[config.mk]
export PLATFORM = sky130hd
export DESIGN_NAME = req_collector_flat
export DESIGN_NICKNAME = d
export VERILOG_FILES = /design/src/rtl/req_collector_if.sv /design/src/rtl/req_collector.sv /design/src/flat_wrapper.sv
export SDC_FILE = /design/constraint.sdc
export NUM_CORES = 1
export LEC_CHECK = 0
export CAP_MARGIN = 15
export CORE_UTILIZATION = 46
export DETAILED_ROUTE_END_ITERATION = 10
export HOLD_SLACK_MARGIN = 0.12
export PLACE_DENSITY = 0.88
export REMOVE_ABC_BUFFERS = 1
export SYNTH_ARGS = -nofsm -noshare
export SYNTH_HDL_FRONTEND = slang
export SYNTH_SLANG_ARGS = --single-unit
[constraint.sdc]
create_clock -name clk_i -period 3.04 [get_ports clk_i]
set_input_delay 0.608 -clock clk_i [delete_from_list [all_inputs] [get_ports clk_i]]
set_output_delay 0.608 -clock clk_i [all_outputs]
set_load 0.02 [all_outputs]
[src/rtl/req_collector_if.sv]
// Handshake bundle between the requestors/arbiter side and the request collector.
// The slave modport is the collector; the master modport is whoever drives strobes and grants.
interface req_collector_if #(
  parameter int unsigned CW = 3
);
  logic [3:0]        strb;
  logic [3:0]        gnt;
  logic              srv;
  logic [3:0]        req;
  logic [4*CW-1:0]   cnt;
  logic [3:0]        ovf;
  logic              err;

  modport slave (
    input  strb,
    input  gnt,
    input  srv,
    output req,
    output cnt,
    output ovf,
    output err
  );

  modport master (
    output strb,
    output gnt,
    output srv,
    input  req,
    input  cnt,
    input  ovf,
    input  err
  );
endinterface

[src/rtl/req_collector.sv]
// Per-channel pending-request counters in front of a 4-channel fixed-priority arbiter.
// Strobes add work, a legal service strobe retires one item on the granted channel.
module req_collector #(
  parameter int unsigned CW = 3
) (
  input  logic           clk_i,
  input  logic           rst_ni,
  req_collector_if.slave bus
);

  localparam logic [CW-1:0] CntMax = '1;
  localparam logic [CW-1:0] CntOne = CW'(1);

  logic [3:0][CW-1:0] cnt_q, cnt_d;
  logic [3:0]         ovf_q, ovf_d;
  logic               err_q, err_d;

  logic [3:0] req_w;
  logic [3:0] inc_w, dec_w;
  logic       gnt_onehot_w, gnt_has_work_w, srv_legal_w;

  always_comb begin
    for (int i = 0; i < 4; i++) begin
      req_w[i] = |cnt_q[i];
    end
  end

  // A stale grant only matters when srv is asserted; legality uses registered counts.
  always_comb begin
    gnt_onehot_w   = (bus.gnt != 4'b0000) && ((bus.gnt & (bus.gnt - 4'd1)) == 4'b0000);
    gnt_has_work_w = |(bus.gnt & req_w);
    srv_legal_w    = gnt_onehot_w & gnt_has_work_w;
    inc_w          = bus.strb;
    dec_w          = {4{bus.srv & srv_legal_w}} & bus.gnt;
    err_d          = err_q | (bus.srv & ~srv_legal_w);
  end

  always_comb begin
    cnt_d = cnt_q;
    ovf_d = ovf_q;
    for (int i = 0; i < 4; i++) begin
      if (inc_w[i] && !dec_w[i]) begin
        if (cnt_q[i] == CntMax) begin
          ovf_d[i] = 1'b1;
        end else begin
          cnt_d[i] = cnt_q[i] + CntOne;
        end
      end else if (dec_w[i] && !inc_w[i]) begin
        cnt_d[i] = cnt_q[i] - CntOne;
      end
    end
  end

  always_ff @(posedge clk_i) begin
    if (!rst_ni) begin
      cnt_q <= '0;
      ovf_q <= 4'b0000;
      err_q <= 1'b0;
    end else begin
      cnt_q <= cnt_d;
      ovf_q <= ovf_d;
      err_q <= err_d;
    end
  end

  assign bus.req = req_w;
  assign bus.cnt = cnt_q;
  assign bus.ovf = ovf_q;
  assign bus.err = err_q;

endmodule

[src/flat_wrapper.sv]
// flat-port wrapper written by rule: the top's interface ports become plain ports
module req_collector_flat 
#(
  parameter int unsigned CW = 3
)
  (clk_i, rst_ni, bus_strb, bus_gnt, bus_srv, bus_req, bus_cnt, bus_ovf, bus_err);
  req_collector_if #(.CW(CW)) bus_i ();
  input  logic clk_i;
  input  logic rst_ni;
  input wire logic [$bits(bus_i.strb)-1:0] bus_strb;
  input wire logic [$bits(bus_i.gnt)-1:0] bus_gnt;
  input wire logic [$bits(bus_i.srv)-1:0] bus_srv;
  output wire logic [$bits(bus_i.req)-1:0] bus_req;
  output wire logic [$bits(bus_i.cnt)-1:0] bus_cnt;
  output wire logic [$bits(bus_i.ovf)-1:0] bus_ovf;
  output wire logic [$bits(bus_i.err)-1:0] bus_err;
  assign bus_i.strb = bus_strb;
  assign bus_i.gnt = bus_gnt;
  assign bus_i.srv = bus_srv;
  assign bus_req = bus_i.req;
  assign bus_cnt = bus_i.cnt;
  assign bus_ovf = bus_i.ovf;
  assign bus_err = bus_i.err;
  req_collector #(.CW(CW)) u_core (.clk_i(clk_i), .rst_ni(rst_ni), .bus(bus_i));
endmodule
-- Yosys cells after proc, flatten, opt, wreduce, memory -nomap -nowiden
Index checks and enable logic that the tools add are counted.
- add/subtract/negate cells: 9
- eq/ne operators: 8
- mux-type cells: 12
- bitwise logic cells: 8
- reduce and logical (&&, ||, !) cells: 36
- operators by type and width (cell ; number):
    2-to-1 mux 3 bit ; 12
    AND reduction 2 bit ; 8
    adder 3 x 1 -> 3 bit (second input constant) ; 4
    AND 4 bit ; 3
    equality test 3 bit (second input constant) ; 4
    OR reduction 3 bit ; 4
    subtractor 3 x 1 -> 3 bit (second input constant) ; 4
    logical AND 1 bit ; 9
    logical NOT 1 bit ; 8
    != test 2 bit (second input constant) ; 4
    nonzero test 2 bit ; 4
    logical NOT 4 bit ; 1
    nonzero test 4 bit ; 1
    OR reduction 4 bit ; 1
    subtractor 4 x 1 -> 4 bit (second input constant) ; 1
    AND 1 bit ; 3
    inverter 1 bit ; 1
    OR 1 bit ; 1
- bits in registers: 17
- bits of input ports: 11
- output and inout bits: 21
- word-level logic and storage cells: 82

-- Longest topological paths before layout
Gate-level depths: netlist of the first run.
- depth after elaboration: 11
- mapped depth: 9

-- Worst setup path before layout of the first run
No wires, ideal clock.
- path kind: input to register
- start point: in bus_gnt[2]
- end point: reg u_core.cnt_q, in the netlist u_core.bus.cnt[11]
- setup time: 115 ps
- data arrival time: 2209 ps
- slack: 716 ps
- cell stages on the path: 9
- path through: clkbuf_2 or4b_4 or2_4 nand2_1 fa_1 o2111ai_1 o31ai_2 xor2_1 and2_1
- cells in the longest elaborated chain, start to end: 11
- elaborated cells on any way between the ends: 17
- those cells by class: add/sub: 1; eq/ne: 1; mux: 1; bitwise: 5; reduce/logical: 9
- ends and longest elaborated chain (what ; RTL line ; RTL):
    from (decl) ; flat_wrapper.sv:11 ; input wire logic [$bits(bus_i.gnt)-1:0] bus_gnt;
    subtractor 4 x 1 -> 4 bit ; req_collector.sv:30 ; gnt_onehot_w = (bus.gnt != 4'b0000) && ((bus.gnt & (bus.gnt - 4'd1)) == 4'b0000);
    AND 4 bit ; req_collector.sv:30 ;
    logical NOT 4 bit ; req_collector.sv:30 ;
    logical AND 1 bit ; req_collector.sv:30 ;
    AND 1 bit * ; req_collector.sv:32 ; srv_legal_w = gnt_onehot_w & gnt_has_work_w;
    AND 1 bit * ; req_collector.sv:34 ; dec_w = {4{bus.srv & srv_legal_w}} & bus.gnt;
    AND 4 bit * ; req_collector.sv:34 ;
    logical NOT 1 bit ; req_collector.sv:42 ; if (inc_w[i] && !dec_w[i]) begin
    logical AND 1 bit ; req_collector.sv:42 ;
    != test 2 bit (no source line) / nonzero test 2 bit (equally long branches) ; n/a ;
    AND reduction 2 bit (no source line) ; n/a ;
    to (signal assigned) ; req_collector.sv:60 ; cnt_q <= cnt_d;
    to (decl) ; req_collector.sv:14 ; logic [3:0][CW-1:0] cnt_q, cnt_d;
Mark *: on every way between the ends. The rest lies on a longest branch, timed or not.
A chain may end at the register's enable or synchronous reset.

-- Worst setup path in the final report of the first run
- start point: in bus_srv
- end point: reg u_core.cnt_q, in the netlist u_core.bus.cnt[2]
- cells in the longest elaborated chain, start to end: 6
- elaborated cells on any way between the ends: 9
- those cells by class: eq/ne: 1; mux: 1; bitwise: 2; reduce/logical: 5
- ends and longest elaborated chain (what ; RTL line ; RTL):
    from (decl) ; flat_wrapper.sv:12 ; input wire logic [$bits(bus_i.srv)-1:0] bus_srv;
    AND 1 bit * ; req_collector.sv:34 ;
    AND 4 bit * ; req_collector.sv:34 ;
    logical NOT 1 bit ; req_collector.sv:42 ;
    logical AND 1 bit ; req_collector.sv:42 ;
    != test 2 bit (no source line) / nonzero test 2 bit (equally long branches) ; n/a ;
    AND reduction 2 bit (no source line) ; n/a ;
Marked as above.

==> results of run 1 <==
-- flip-flops by register name, summed over array words and instances, names as in the netlist --
register,count
u_core.bus.cnt,12
u_core.bus.err,1
u_core.bus.ovf,4
-- power by group through the flow --
stage | Combinational [W] | Clock, W | Sequential (W)
floorplan | 0.000113 | 0 | 0.000306
detailed placement | 0.000251 | 0 | 0.000286
finish | 0.000251 | 0.000119 | 0.000281
CTS | 0.000252 | 0.000122 | 0.000281
global placement | 0.000243 | 0 | 0.000284
global route | 0.000268 | 0.000134 | 0.000287
-- routing by layer --
layer / up-vias / GRT usage / routed length, um
met5: - / 0 / 0
met4: 0 / 0.0619 / 24
met3: 4 / 0.0278 / 98
li1: 483 / - / -
met1: 488 / 0.229 / 1040
met2: 28 / 0.373 / 1230
-- per-stage QoR --
stage	area (um2)	util	power (W)	worst slack, ns
after floorplan	1040	-	0.000419	0.805
after global placement	1420	0.648	0.000527	0.207
after detailed placement	1420	0.648	0.000537	0.117
after CTS	1450	0.660	0.000655	0.426
after global routing	1450	0.660	0.000689	0.290
final	1450	0.660	0.000651	0.386
-- synth_stat cells --
library cell and count:
dfxtp_1 17, nand2_1 9, and2_1 7, xor2_1 7, mux2i_1 5, o21a_1 5, o21ai_0 5, fa_1 4
nand3_1 4, nor2_1 4, o31ai_1 4, a21oi_1 3, inv_1 3, nor2b_1 3, o21ai_2 3, or3_1 3
nand2b_1 2, nor3_1 2, o2111ai_1 2, a22oi_1 1, a31oi_1 1, a41oi_1 1, and3_1 1, clkbuf_1 1
clkbuf_2 1, clkdlybuf4s50_2 1, nor4b_1 1, o211ai_1 1, o21bai_1 1, o22ai_1 1, o22ai_2 1, o311ai_0 1
o31ai_2 1, o31ai_4 1, or2_2 1, or2_4 1, or3_4 1, or3b_4 1, or4_4 1, or4b_4 1
-- cells by family (layout without fill, tap and decap cells) --
logic type,after synthesis,after routing,synth area share
DFF,17,17,0.320
buffers and inverters,6,42,0.0294
and+or+nand+nor,42,42,0.235
AOI/OAI and AO/OA,32,32,0.235
muxes,5,5,0.0471
adders and majority gates,4,4,0.0753
xor gates and xnor gates,7,7,0.0576
-- cell type report --
class / count / area [um2]
Clock buffer: 4 / 26.3
Inverter: 3 / 11.3
Sequential cell: 17 / 340
Multi-Input combinational cell: 90 / 692
Fill cell: 192 / 746
Tap cell: 28 / 35.0
Timing Repair Buffer: 35 / 340
-- cell usage in the layout, fill, tap and decap left out, types with 2 or more instances in the layout --
cell type / instances
clkdlybuf4s50_1: 31
dfxtp_1: 17
nand2_1: 9
xor2_1: 7
and2_1: 7
o21ai_0: 5
mux2i_1: 5
o21a_1: 5
o31ai_1: 4
nand3_1: 4
nor2_1: 4
fa_1: 4
buf_4: 4
or3_1: 3
inv_1: 3
o21ai_2: 3
nor2b_1: 3
a21oi_1: 3
clkbuf_4: 3
nor3_1: 2
o2111ai_1: 2
nand2b_1: 2
-- worst max path at each step --
stage | cells after the start | to
floorplan | 7 | u_core.bus.cnt[2]$_SDFFE_PN0P_
global placement | 8 | u_core.bus.cnt[2]$_SDFFE_PN0P_
detailed placement | 8 | u_core.bus.cnt[2]$_SDFFE_PN0P_
CTS | 8 | u_core.bus.cnt[2]$_SDFFE_PN0P_
global route | 8 | u_core.bus.cnt[2]$_SDFFE_PN0P_
finish | 8 | u_core.bus.cnt[2]$_SDFFE_PN0P_
==> metrics, run 1 <==
status=finished, final reports clean; CP startpoint kind=input pin; WL final=2390 um; antenna violations before repair=0; final setup violation count=0; count of pins over their slew limit=0; worst hold margin=0.475 ns; largest net degree at the start of global routing=22; hold_sp=u_core.bus.ovf[0]$_SDFFE_PN0P_; # IOs=32; Root Buffer=clkbuf_4; TritonRoute pass-1 iters=4; sequential share of power=0.432; # rows=17; Hold Buf Count CTS=0; die area=2510 um2; number of global-route vias before repair=895; initial drt markers=17; fin crit period=2.65 ns; Worst R2R Setup Slack=0.68 ns; area delta synth->final=35.9%; clk sink count=17; PortBufs=31; Finished Layout Cells=177; CP Capture Type=register; starting density of the core=0.485; RSZ-0062 raised after global routing=no; dpl cells=173; Mapped Avg Cell Area=9.41 um2; clock share of power=0.182; die span in x=50.1 um; PwrDens=450 nW/um2; CP Launch Point=bus_srv; WP buf/inv=1; Area contributors post-synth=dfxtp_1 32%, fa_1 7.5%, xor2_1 5.8%; sw frac=0.351; worst-margin pin slew=0.677 ns; maximum clock path buffer count=2; Synth top area share=0.320; Die Span Y=50.1 um; Synth Register Bits=17; core region area=2190 um2; Crit Reg-Reg Startpoint=u_core.bus.cnt[0]$_SDFFE_PN0P_; Tcrit/Tclk final=0.873; ant diodes=0; CP Class=in -> reg; Wirelength per Cell=13.5 um; crit path cell chain=clkdlybuf4s50_1 > or3b_4 > o31ai_1 > fa_1 > or2_2 > o22ai_1 > xor2_1 > and2_1; global-route total usage across every layer=0.200; drt drc=0; Critical R2R Capture=u_core.bus.cnt[2]$_SDFFE_PN0P_; post-synthesis sequential area ratio=0.320; vias per cell=5.67; Clock Skew=0.000687 ns; CP arrival=2.84 ns; worst hold path class=reg -> reg; maximum fanout along the worst path=6; Fin Setup TNS=0 ns; Hold Path Depth=1; TritonCTS clock tree=yes; Routed Antenna Nets=0; Internal=0.000422 W; total grt overflow=0; Final Hold Fails=0; Pleak=0.573 nW; via count=1003; Post-CTS Setup Inserts=0; worst-case reg-to-reg path depth=7; first-pass GRT wire length=3880 um; dpl hpwl=1820 um; peak supply drop=0.280 mV; most area-hungry cell type in the Yosys netlist=dfxtp_1; Max-Cap Viols=0; Worst path slowest cell=clkdlybuf4s50_1; Psw=0.000229 W; CP top delay family=simple AND/OR/NAND/NOR gates; layout cell share with drive strength beyond 1=0.128; slew margin rel.=0.545; final net count=165; CP Data Required Time=3.23 ns; Cells after Synth=113; Comb power frac=0.385; clk slew on worst S/H paths=0.09 ns; hold worst-path end=u_core.bus.ovf[0]$_SDFFE_PN0P_; gpl congestion=0.784; Netlist Area Pre-Place=1060 um2; Yosys warning count=0; CTS resizes=0; CP max stage delay=0.57 ns; number of H-tree levels=1; Max Fclk=0.377 GHz; CTS Buf Count=3; unique cell type count in the Yosys netlist=40; worst-skew pair later-pin latency=0.28 ns
No activity file was read; power rests on OpenSTA's default activity.
==> inputs of run 2 (changes only) <==
--- a/config.mk
+++ b/config.mk
@@ -5,11 +5,13 @@
 export SDC_FILE = /design/constraint.sdc
 export NUM_CORES = 1
 export LEC_CHECK = 0
+export ABC_CLOCK_PERIOD_IN_PS = 3040
 export CAP_MARGIN = 15
+export CORE_MARGIN = 3
 export CORE_UTILIZATION = 46
 export DETAILED_ROUTE_END_ITERATION = 10
 export HOLD_SLACK_MARGIN = 0.12
-export PLACE_DENSITY = 0.88
+export PLACE_DENSITY = 0.89
 export REMOVE_ABC_BUFFERS = 1
 export SYNTH_ARGS = -nofsm -noshare
 export SYNTH_HDL_FRONTEND = slang
==> run 2 against run 1 <==
Compared with the run above: count of clock-buffer cells in the layout is the same; sequential power is essentially flat; routed wire length grew 1.3%; critical path depth is the same; via count shrank 2.0%; global-route usage shrank 1.5 points; non-clock buffer count shrank 1; flip-flop and latch count is the same; clock skew grew 0.0012 ns; largest power group unchanged; highest routed layer unchanged.
==> metrics, run 2 (synthesized netlist as in run 1, its figures left out) <==
Pleak=0.568 nW; WL final=2420 um; dpl hpwl=1810 um; via count=983; Root Buffer=clkbuf_4; core region area=2080 um2; maximum fanout along the worst path=6; first-pass GRT wire length=3950 um; CTS Buf Count=3; CTS resizes=0; Routed Antenna Nets=0; Tcrit/Tclk final=0.862; layout cell share with drive strength beyond 1=0.122; CP Class=in -> reg; worst-margin pin slew=0.681 ns; Die Span Y=54.1 um; initial drt markers=14; TritonRoute pass-1 iters=4; maximum clock path buffer count=2; Max-Cap Viols=0; number of H-tree levels=1; commonest non-fill, non-tap cell in the layout=clkdlybuf4s50_1; CP arrival=2.81 ns; commonest cells after routing, fill and taps aside=31 x clkdlybuf4s50_1, 17 x dfxtp_1, 9 x nand2_1; die span in x=54.1 um; PwrDens=455 nW/um2; FF/Latch Area=340 um2; largest net degree at the start of global routing=22; Wirelength per Cell=13.8 um; Hold Buf Count CTS=0; antenna violations before repair=0; worst-skew pair later-pin latency=0.29 ns; ant diodes=0; layout filler cell count=176; Fin Setup TNS=0 ns; CP Capture Type=register; Total Power=0.000653 W; multi-input logic area=692 um2; area delta synth->final=35.1%; TritonCTS clock tree=yes; Clock Skew=0.00184 ns; total grt overflow=0; worst hold path class=reg -> reg; dpl cells=171; number of global-route vias before repair=898; # rows=16; peak supply drop=0.308 mV; vias per cell=5.62; CP Data Required Time=3.23 ns; PortBufs=31; CP startpoint kind=input pin; CP max stage delay=0.58 ns; crit path cell chain=clkdlybuf4s50_1 > or3b_4 > o31ai_1 > fa_1 > or2_2 > o22ai_1 > xor2_1 > and2_1; fin crit period=2.62 ns; drt drc=0; Post-CTS Setup Inserts=0; final setup violation count=0; Max Fclk=0.382 GHz; count of pins over their slew limit=0; RSZ-0062 raised after global routing=no; status=finished, final reports clean; Final Hold Fails=0; Largest register FFs=12; final net count=164; clk slew on worst S/H paths=0.10 ns; # IOs=32; starting density of the core=0.511; global-route total usage across every layer=0.185; die area=2930 um2; Finished Layout Cells=175; clk sink count=17; slew margin rel.=0.545; Worst path slowest cell=clkdlybuf4s50_1; gpl congestion=0.855
==> run 2: where the power goes <==
group          internal, W  total [W]  switching, W
Clock            0.0000511   0.000122     0.0000710
Sequential        0.000245   0.000282     0.0000371
Combinational     0.000126   0.000250      0.000123
Total             0.000422   0.000653      0.000231
==> run 2: metal layers <==
metal	share of wire	vias up	wire length (um)	GRT usage
met5	0	-	0	0
met4	0.0041	0	10	0.0373
met3	0.051	2	123	0.0637
met2	0.51	25	1230	0.329
met1	0.43	468	1050	0.215
li1	-	488	-	-
==> run 2: worst max-delay path: cells and delay by family <==
kind / cells / cell delay [ns]
and+or+nand+nor: 3 / 0.72
AOI/OAI and AO/OA: 2 / 0.49
adders and majority gates: 1 / 0.27
xor gates and xnor gates: 1 / 0.16
buffers and inverters: 1 / 0.58
==> run 2: layout make-up <==
cell class	count	area share
multi-input cells	90	0.482
well taps	27	0.0235
clock buffers	4	0.0183
repair buffers	34	0.232
flip-flops and latches	17	0.237
inverters	3	0.00784
==> run 2: path summary, 6_finish.rpt <==
kind,from,slack [ns],to,cells after the start
worst max-delay path,bus_srv,0.42,u_core.bus.cnt[2]$_SDFFE_PN0P_,8
worst min-delay path,u_core.bus.ovf[2]$_SDFFE_PN0P_,0.48,u_core.bus.ovf[2]$_SDFFE_PN0P_,1
worst max register to register,u_core.bus.cnt[0]$_SDFFE_PN0P_,0.73,u_core.bus.cnt[2]$_SDFFE_PN0P_,7
worst min register to register,u_core.bus.ovf[2]$_SDFFE_PN0P_,0.48,u_core.bus.ovf[2]$_SDFFE_PN0P_,1
==> run 2: through the flow <==
stage	util	instance area (um2)	hold WS, ns	worst slack, ns
2_1_floorplan	-	1040	0.537	0.805
3_3_place_gp	0.677	1410	0.448	0.197
3_5_place_dp	0.677	1410	0.457	0.127
4_1_cts	0.690	1440	0.486	0.442
5_1_grt	0.690	1440	0.500	0.330
6_report	0.690	1440	0.479	0.419
==> inputs of run 3 (changes only) <==
--- a/config.mk
+++ b/config.mk
@@ -9,8 +9,10 @@
 export CAP_MARGIN = 15
 export CORE_MARGIN = 3
 export CORE_UTILIZATION = 46
+export CTS_CLUSTER_DIAMETER = 80
 export DETAILED_ROUTE_END_ITERATION = 10
 export HOLD_SLACK_MARGIN = 0.12
+export MAX_ROUTING_LAYER = met4
 export PLACE_DENSITY = 0.89
 export REMOVE_ABC_BUFFERS = 1
 export SYNTH_ARGS = -nofsm -noshare
==> run 3 against run 2 <==
Compared with the run above: clock skew about the same; die area unchanged; global-route usage increased by 0.53 points; hold slack about the same; sequential share of layout area unchanged; maximum frequency decreased by 0.28%; critical endpoint unchanged; non-clock buffer count unchanged; critical path type unchanged; first-iteration DRC count increased by 7.1%; largest power group unchanged; cell count unchanged.
==> metrics, run 3 (synthesized netlist as in run 1, its figures left out) <==
status=finished, final reports clean; TritonRoute pass-1 iters=4; Routed Antenna Nets=0; Psw=0.000231 W; drt drc=0; clk sink count=17; antenna violations before repair=0; Cell Area, Placed=1410 um2; Max-Cap Viols=0; CTS resizes=0; total grt overflow=0; Hold Buf Count CTS=0; dpl hpwl=1810 um; CP Data Required Time=3.23 ns; Root Buffer=clkbuf_4; fin crit period=2.63 ns; via count=994; final std cell area, no fill=1440 um2; crit path cell chain=clkdlybuf4s50_1 > or3b_4 > o31ai_1 > fa_1 > or2_2 > o22ai_1 > xor2_1 > and2_1; worst-case reg-to-reg path depth=7; CTS Buf Count=3; maximum fanout along the worst path=6; commonest cells after routing, fill and taps aside=31 x clkdlybuf4s50_1, 17 x dfxtp_1, 9 x nand2_1; final setup violation count=0; # IOs=32; clock share of power=0.187; CP Launch Point=bus_srv; starting density of the core=0.511; CP startpoint kind=input pin; Comb power frac=0.383; Worst path slowest cell=clkdlybuf4s50_1; ant diodes=0; core region area=2080 um2; Tcrit/Tclk final=0.865; clk slew on worst S/H paths=0.10 ns; worst-skew pair later-pin latency=0.29 ns; TritonCTS clock tree=yes; peak supply drop=0.308 mV; Max Fclk=0.381 GHz; Crit Reg-Reg Startpoint=u_core.bus.cnt[0]$_SDFFE_PN0P_; maximum clock path buffer count=2; area delta synth->final=35.1%; first-pass GRT wire length=3950 um; die span in x=54.1 um; Final Hold Fails=0; layout filler cell count=176; Clock Skew=0.00180 ns; largest net degree at the start of global routing=22; Fin Setup TNS=0 ns; die area=2930 um2; utilization after layout=0.690; WL final=2440 um; CP Capture Type=register; Wirelength per Cell=14.0 um; CP max stage delay=0.58 ns; Worst R2R Setup Slack=0.74 ns; worst hold path class=reg -> reg; Pleak=0.568 nW; Largest register FFs=12; Internal=0.000422 W; Die Span Y=54.1 um; final net count=164; RSZ-0062 raised after global routing=no; worst-margin pin slew=0.695 ns; slew margin rel.=0.535; CP endpoint=u_core.bus.cnt[2]$_SDFFE_PN0P_; sw frac=0.354; CP arrival=2.82 ns; # rows=16; sequential share of power=0.431; initial drt markers=15; number of global-route vias before repair=898; CP Class=in -> reg; number of H-tree levels=1; worst hold margin=0.479 ns; PwrDens=455 nW/um2; PortBufs=31; global-route total usage across every layer=0.191; Total Power=0.000653 W; count of pins over their slew limit=0; Post-CTS Setup Inserts=0; vias per cell=5.68; commonest non-fill, non-tap cell in the layout=clkdlybuf4s50_1; gpl congestion=0.869; Critical R2R Capture=u_core.bus.cnt[2]$_SDFFE_PN0P_; layout cell share with drive strength beyond 1=0.122
==> run 3: worst min-delay path by stage <==
stage,startpoint,end,slack (ns),depth (start not counted)
floorplan,u_core.bus.err$_SDFF_PN0_,u_core.bus.err$_SDFF_PN0_,0.54,2
global placement,u_core.bus.ovf[0]$_SDFFE_PN0P_,u_core.bus.ovf[0]$_SDFFE_PN0P_,0.45,1
detailed placement,u_core.bus.ovf[2]$_SDFFE_PN0P_,u_core.bus.ovf[2]$_SDFFE_PN0P_,0.46,1
CTS,u_core.bus.ovf[2]$_SDFFE_PN0P_,u_core.bus.ovf[2]$_SDFFE_PN0P_,0.49,1
global route,u_core.bus.err$_SDFF_PN0_,u_core.bus.err$_SDFF_PN0_,0.50,2
finish,u_core.bus.ovf[2]$_SDFFE_PN0P_,u_core.bus.ovf[2]$_SDFFE_PN0P_,0.48,1
==> run 3: area by class of cell <==
class | count | area [um2] | area share
tap | 27 | 33.8 | 0.0235
inverter | 3 | 11.3 | 0.00784
multi-input combinational | 90 | 692 | 0.482
sequential | 17 | 340 | 0.237
clock buffer | 4 | 26.3 | 0.0183
timing repair buffer | 34 | 333 | 0.232
==> run 3: stage by stage <==
stage          setup slack, ns  instances
2_1_floorplan            0.805        110
3_3_place_gp             0.197        171
3_5_place_dp             0.127        171
4_1_cts                  0.442        175
5_1_grt                  0.330        175
6_report                 0.412        175
==> run 3: layer usage <==
metal,vias to the layer above,global-route usage,routed length (um)
li1,488,-,-
met1,475,0.216,1070
met2,29,0.329,1240
met3,2,0.0609,125
met4,0,0.0373,8
met5,-,-,0
==> run 3: power groups by stage <==
stage / sequential [W] / clock (W) / combinational (W)
3_3_place_gp: 0.000285 / 0 / 0.000242
2_1_floorplan: 0.000306 / 0 / 0.000113
4_1_cts: 0.000282 / 0.000129 / 0.000251
6_report: 0.000282 / 0.000122 / 0.000250
3_5_place_dp: 0.000287 / 0 / 0.000249
5_1_grt: 0.000286 / 0.000144 / 0.000269
==> run 3: critical path: cells and delay by family <==
family | cells | cell delay, ns
AOI/OAI and AO/OA | 2 | 0.49
xor gates and xnor gates | 1 | 0.16
adders and majority gates | 1 | 0.27
buffers and inverters | 1 | 0.58
and+or+nand+nor | 3 | 0.72
